## src/rtl/decoder_pkg.sv

```systemverilog
// Shared constants and helpers for the binary-to-one-hot decoder.
package decoder_pkg;

    localparam int unsigned DEFAULT_IN_W = 2;
    localparam int unsigned MAX_OUT_W    = 64;

    // Disabled-state pattern: all zeros, or the low out_w bits set when active-low.
    function automatic logic [MAX_OUT_W-1:0] disabled_value(input int unsigned out_w,
                                                            input bit          active_low);
        logic [MAX_OUT_W-1:0] v;
        v = '0;
        if (active_low) begin
            for (int unsigned i = 0; i < MAX_OUT_W; i++) begin
                if (i < out_w) v[i] = 1'b1;
            end
        end
        return v;
    endfunction

endpackage

```

## src/rtl/decoder_core.sv

```systemverilog
// Combinational binary-to-one-hot core; output is all zeros when disabled.
module decoder_core #(
    parameter int unsigned IN_W = 2
) (
    input  logic [IN_W-1:0]      i_sel,
    input  logic                 i_en,
    output logic [(2**IN_W)-1:0] o_raw
);

    always_comb begin
        o_raw = '0;
        // i_sel is only looked at when enabled, so X/Z on it cannot leak out while idle.
        if (i_en) o_raw[i_sel] = 1'b1;
    end

endmodule

```

## src/rtl/decoder.sv

```systemverilog
// Decoder top: polarity inversion and optional output register around decoder_core.
module decoder
    import decoder_pkg::*;
#(
    parameter int unsigned IN_W           = DEFAULT_IN_W,
    parameter bit          OUT_ACTIVE_LOW = 1'b0,
    parameter bit          REG_OUT        = 1'b1
) (
    input  logic                 clk,
    input  logic                 rst,
    input  logic [IN_W-1:0]      in,
    input  logic                 en,
    output logic [(2**IN_W)-1:0] out,
    output logic                 out_vld
);

    localparam int unsigned       OUT_W = 2**IN_W;
    localparam logic [OUT_W-1:0]  DIS   = OUT_W'(disabled_value(OUT_W, OUT_ACTIVE_LOW));

    logic [OUT_W-1:0] w_raw;
    logic [OUT_W-1:0] w_pol;

    decoder_core #(
        .IN_W (IN_W)
    ) u_core (
        .i_sel (in),
        .i_en  (en),
        .o_raw (w_raw)
    );

    assign w_pol = OUT_ACTIVE_LOW ? ~w_raw : w_raw;

    if (REG_OUT) begin : g_reg
        logic [OUT_W-1:0] r_out;
        logic             r_vld;

        always_ff @(posedge clk or posedge rst) begin
            if (rst) begin
                r_out <= DIS;
                r_vld <= 1'b0;
            end else begin
                r_out <= w_pol;
                r_vld <= en;
            end
        end

        assign out     = r_out;
        assign out_vld = r_vld;
    end else begin : g_comb
        // Clock and reset are intentionally inert in the combinational build.
        logic w_unused;
        assign w_unused = clk ^ rst;
        assign out      = w_pol;
        assign out_vld  = en;
    end

endmodule

```

## config.mk

```make
export PLATFORM = sky130hd
export DESIGN_NAME = decoder
export DESIGN_NICKNAME = d
export VERILOG_FILES = /design/src/rtl/decoder_pkg.sv /design/src/rtl/decoder_core.sv /design/src/rtl/decoder.sv
export SDC_FILE = /design/constraint.sdc
export NUM_CORES = 1
export LEC_CHECK = 0
export ABC_AREA = 1
export BUFFER_PORTS_ARGS = -buffer_cell sky130_fd_sc_hd__buf_2
export CORE_AREA = 4 4 41 43
export DETAILED_ROUTE_END_ITERATION = 6
export DIE_AREA = 0 0 45 47
export GPL_TIMING_DRIVEN = 0
export PLACE_DENSITY_LB_ADDON = 0.08
export SYNTH_ARGS = -nofsm -noshare
export SYNTH_HDL_FRONTEND = slang
export SYNTH_SLANG_ARGS = --single-unit
```

## constraint.sdc

```tcl
create_clock -name clk -period 0.8 [get_ports clk]
set_input_delay 0.16 -clock clk [delete_from_list [all_inputs] [get_ports clk]]
set_output_delay 0.16 -clock clk [all_outputs]
set_load 0.01 [all_outputs]
```

After elaboration in Yosys (flattened, before gate mapping)
Index checks and enable logic that the tools add are counted.
{"block": "word_totals", "register_bits": 5, "out_inout_bits": 5, "elab_cells": 8}
{"block": "classes", "n_lt_le_gt_ge": 2, "muxes": 3, "n_reduce_logical": 1}
{"op": "$mux 4", "n": 1}
{"op": "$lt 2x3->1 const B", "n": 1}
{"op": "$demux 1 s2", "n": 1}
{"op": "$ge 2x1->1 const B", "n": 1}
{"op": "$logic_and 1x1->1", "n": 1}
{"op": "$mux 1", "n": 1}

Depth between registers and ports, before layout
{"block": "depth", "word_depth": 5, "mapped_depth": 3}

Hierarchy
A second synthesis with hierarchy kept.
{"block": "hier_totals", "hier_cells": 14, "hier_area_um2": 158.9}
{"module": "decoder", "instances": 1, "cells_each": 6, "area_each_um2": 128.9, "seq_area_each_um2": 125.1}
{"module": "decoder_core", "instances": 1, "cells_each": 8, "area_each_um2": 30.0, "seq_area_each_um2": 0.0}

Worst setup path before layout
No wires, ideal clock.
{"block": "synth_path", "path_kind": "reg2out", "from": "reg g_reg.r_out[0], in the netlist out[0]", "to": "out out[0]", "arrival_ns": 0.376, "t_required_ns": 0.640, "slack_ns": 0.264, "stages_incl_launch_ff": 1, "path_cell_list": "dfrtp_1"}
{"element": "start: declaration", "line_no": "decoder.sv:34", "text": "logic [OUT_W-1:0] r_out;"}
{"element": "start signal: assignment", "line_no": "decoder.sv:42", "text": "r_out <= w_pol;"}
{"element": "end: declaration", "line_no": "decoder.sv:13", "text": "output logic [(2**IN_W)-1:0] out,"}
No word-level cell between the ends.

Worst setup path after layout
{"block": "layout_path", "from": "reg g_reg.r_out[0], in the netlist out[0]", "to": "out out[0]"}
No word-level cell between the ends.

==> run summary <==
Across the run, the number of max-cap violations was 0. The worst slew slack as a fraction of its limit is 87.2%. The sequential share of the synthesized area came out at 78.7%. The net switching power came out at 0.134 mW.

The layout net count is 34. The cell internal power dissipation came out at 0.473 mW. The library cell used most frequently in the layout, excluding fill and tap cells, is sky130_fd_sc_hd__buf_2. The synthesis-to-layout area growth is 63.0%. The number of clock buffers added by TritonCTS is 3.

After Yosys synthesis, full adders, half adders and majority gates account for 0% of the synthesized area. The final reports fail on negative setup slack. The remaining global-route overflow came out at 0. The HPWL after detailed placement is 347 um. The library cells used most frequently in the layout, excluding fill and tap cells, are sky130_fd_sc_hd__buf_2, sky130_fd_sc_hd__dfrtp_1, sky130_fd_sc_hd__nor2_1.

Along the worst hold path, the cell count comes to 1. The number of antenna violations at the first check in global routing is 0. The clock group share of total power came out at 48.4%. The average vias per placed instance is 3.21. The library cell contributing the largest single delay on the critical path is sky130_fd_sc_hd__dfrtp_1. In this run the remaining antenna-violating nets after routing total 0. The number of antenna diodes is 0. The die is 45 um wide. The final max-slew violation count was 0. The tree is rooted in a sky130_fd_sc_hd__clkbuf_4. Entering global routing, the biggest net connects 6 pins. The power per cell area came out at 2350 mW/mm2. The met2 routed wirelength is 208 um. The clock period minus worst slack is 0.897 ns. The clock passes through at most 2 buffers.

The number of buffer and inverter stages on the critical path is 1. The register bit total from synthesis is 5. The number of resized instances in the post-cts repair step came out at 0. The launch instance of the worst min-delay path is en.

The count of input and output buffers is 9. The number of design rule violations left after detail routing is 0. The maximum fanout encountered on the critical timing path is 1.

During synthesis, Yosys emitted a total of 0 warnings. The floorplan step defined a die boundary enclosing 0.00212 mm2. The initial core utilization came out at 12.2%.

The core region is 0.00130 mm2. The highest layer touched by signal routing is met4. Tracing the worst setup path back leads to its startpoint at out[0]. Combinational logic burns 7.7% of the power. The worst setup path is launched from a flop. The register share of total power came out at 43.9%. Traced cell by cell, the critical path runs through buf_2. The clock net in this run drives a total of 5 sinks. The clock transition time at the flip-flop clock pins of the worst setup and hold paths is 0.04 ns. Measured against the total synthesized area, the mux share comes to 0%.

The detailed router placed 138 vias in this run. The first detailed-routing pass ran for 2 iterations. The transition at the pin with the smallest max-transition slack came out at 0.192 ns. IR analysis of the VDD net gives a maximum drop of 0.507 mV.

The part of the cycle the worst path needs came out at 112%. The switching share of power is 22.1%. For the worst setup path, the data required time is 0.64 ns. The wire length on met3 is 26 um. Counting distinct cell types in the post-synthesis netlist gives 4.

The static power due to leakage is 0.154 nW. The signal arrival time at the worst endpoint is 0.74 ns. The min-delay analysis places its worst path in the category input pin to flop. The number of rows in the core area came out at 13. The total routing resource utilization after global routing is 6.35%. The largest single stage delay on the critical path is 0.36 ns. The total chip power is 0.607 mW.

The worst setup path is captured at an output pin. The detailed router's first-iteration violation count came out at 1. The synthesized netlist devotes 0% of its cell area to compound gates. When the netlist entered floorplanning its net count stood at 19. The kind of cell with the highest combined delay along the critical path is flip-flops. The per-instance average area after synthesis is 11.4 um2. The area share of xor/xnor cells in the synthesized design came out at 0%. The simple-gate area share of the yosys netlist came out at 14.2%. The weighted congestion at the end of routability-driven global placement is 0.634. The final setup violation count came out at 5. The worst slack on hold paths is 0.0668 ns. The cell area that synthesis handed to floorplanning was 159 um2. The maximum achievable frequency came out at 1.11 GHz. The main combinational cell family by area after synthesis is simple AND/OR/NAND/NOR gates. The post-route worst setup slack came out at -0.0972 ns.

The H-tree depth is 1. TritonCTS built the clock tree. The flow ran to the end, but the final reports show violations.

The cell count after synthesis is 14. The routed wire length is 405 um. The top-level port count came out at 10.

The detailed router put a total of 150 um of wire on met1. At the placement stage, the worst setup path has a slack of 0.146 ns. Cells with a size suffix above 1 make up 42.9% of the layout. The wire length of the first global-routing pass is 752 um.

The path with the worst hold slack has its endpoint at out_vld. The average routed wire per standard cell came out at 9.42 um. The setup path with the least slack is of type flop to output pin. The via count of the first global-routing pass is 167.

The die is 47 um tall. Setup repair after global routing could not meet its margin everywhere. The final-report hold violation count is 0.
final cells by class:
type	count	area (um2)
repair buffers	10	55.1
multi-input cells	6	22.5
inverters	3	11.3
flip-flops and latches	5	125
clock buffers	4	26.3
fillers	158	1040
well taps	15	18.8
worst max-delay path by stage:
stage               endpoint  depth (start not counted)  slack (ns)
floorplan             out[0]                          0        0.26
global route         out_vld                          1       -0.14
CTS                  out_vld                          1       -0.12
detailed placement   out_vld                          1        0.15
global placement      out[2]                          1        0.16
finish                out[0]                          1        -0.1
what timing repair did:
item,in CTS,in global routing
hold endpoints to repair,5,0
hold buffers,1,0
setup buffers,0,0
endpoints found under the setup margin,5,5
logic make-up (layout without fill, tap and decap cells):
group                  count (synthesis)  in the layout
and+or+nand+nor                        6              6
DFF                                    5              5
buffers and inverters                  3             17
power by group through the flow:
stage	Combinational, mW	Clock, mW	Sequential (mW)
5_1_grt	0.0542	0.330	0.268
3_5_place_dp	0.0453	0	0.271
3_3_place_gp	0.0446	0	0.270
4_1_cts	0.0489	0.308	0.267
2_1_floorplan	0.0125	0	0.276
6_report	0.0471	0.294	0.267
registers in the layout, summed over array words and instances, names as in the netlist:
register / count
out: 4
out_vld: 1
synth_stat cells (all sizes together):
library cell	n	area share, %
dfrtp	5	79
nor2	4	9.4
inv	3	7.1
nand2	2	4.7
routing by layer:
metal  vias up  track usage [%]
li1         67                -
met1        62             5.30
met2         7             7.63
met3         2             3.45
met4         0             12.3
met5         -                0
per-stage QoR:
step	cell area [um2]	TNS [ns]	util, %	cells
6_report	259	-0.437	19.9	43
3_3_place_gp	223	0	17.1	38
5_1_grt	259	-0.630	19.9	43
2_1_floorplan	159	0	-	14
3_5_place_dp	223	0	17.1	38
4_1_cts	259	-0.521	19.9	43
(Power assumes the default switching activity.)
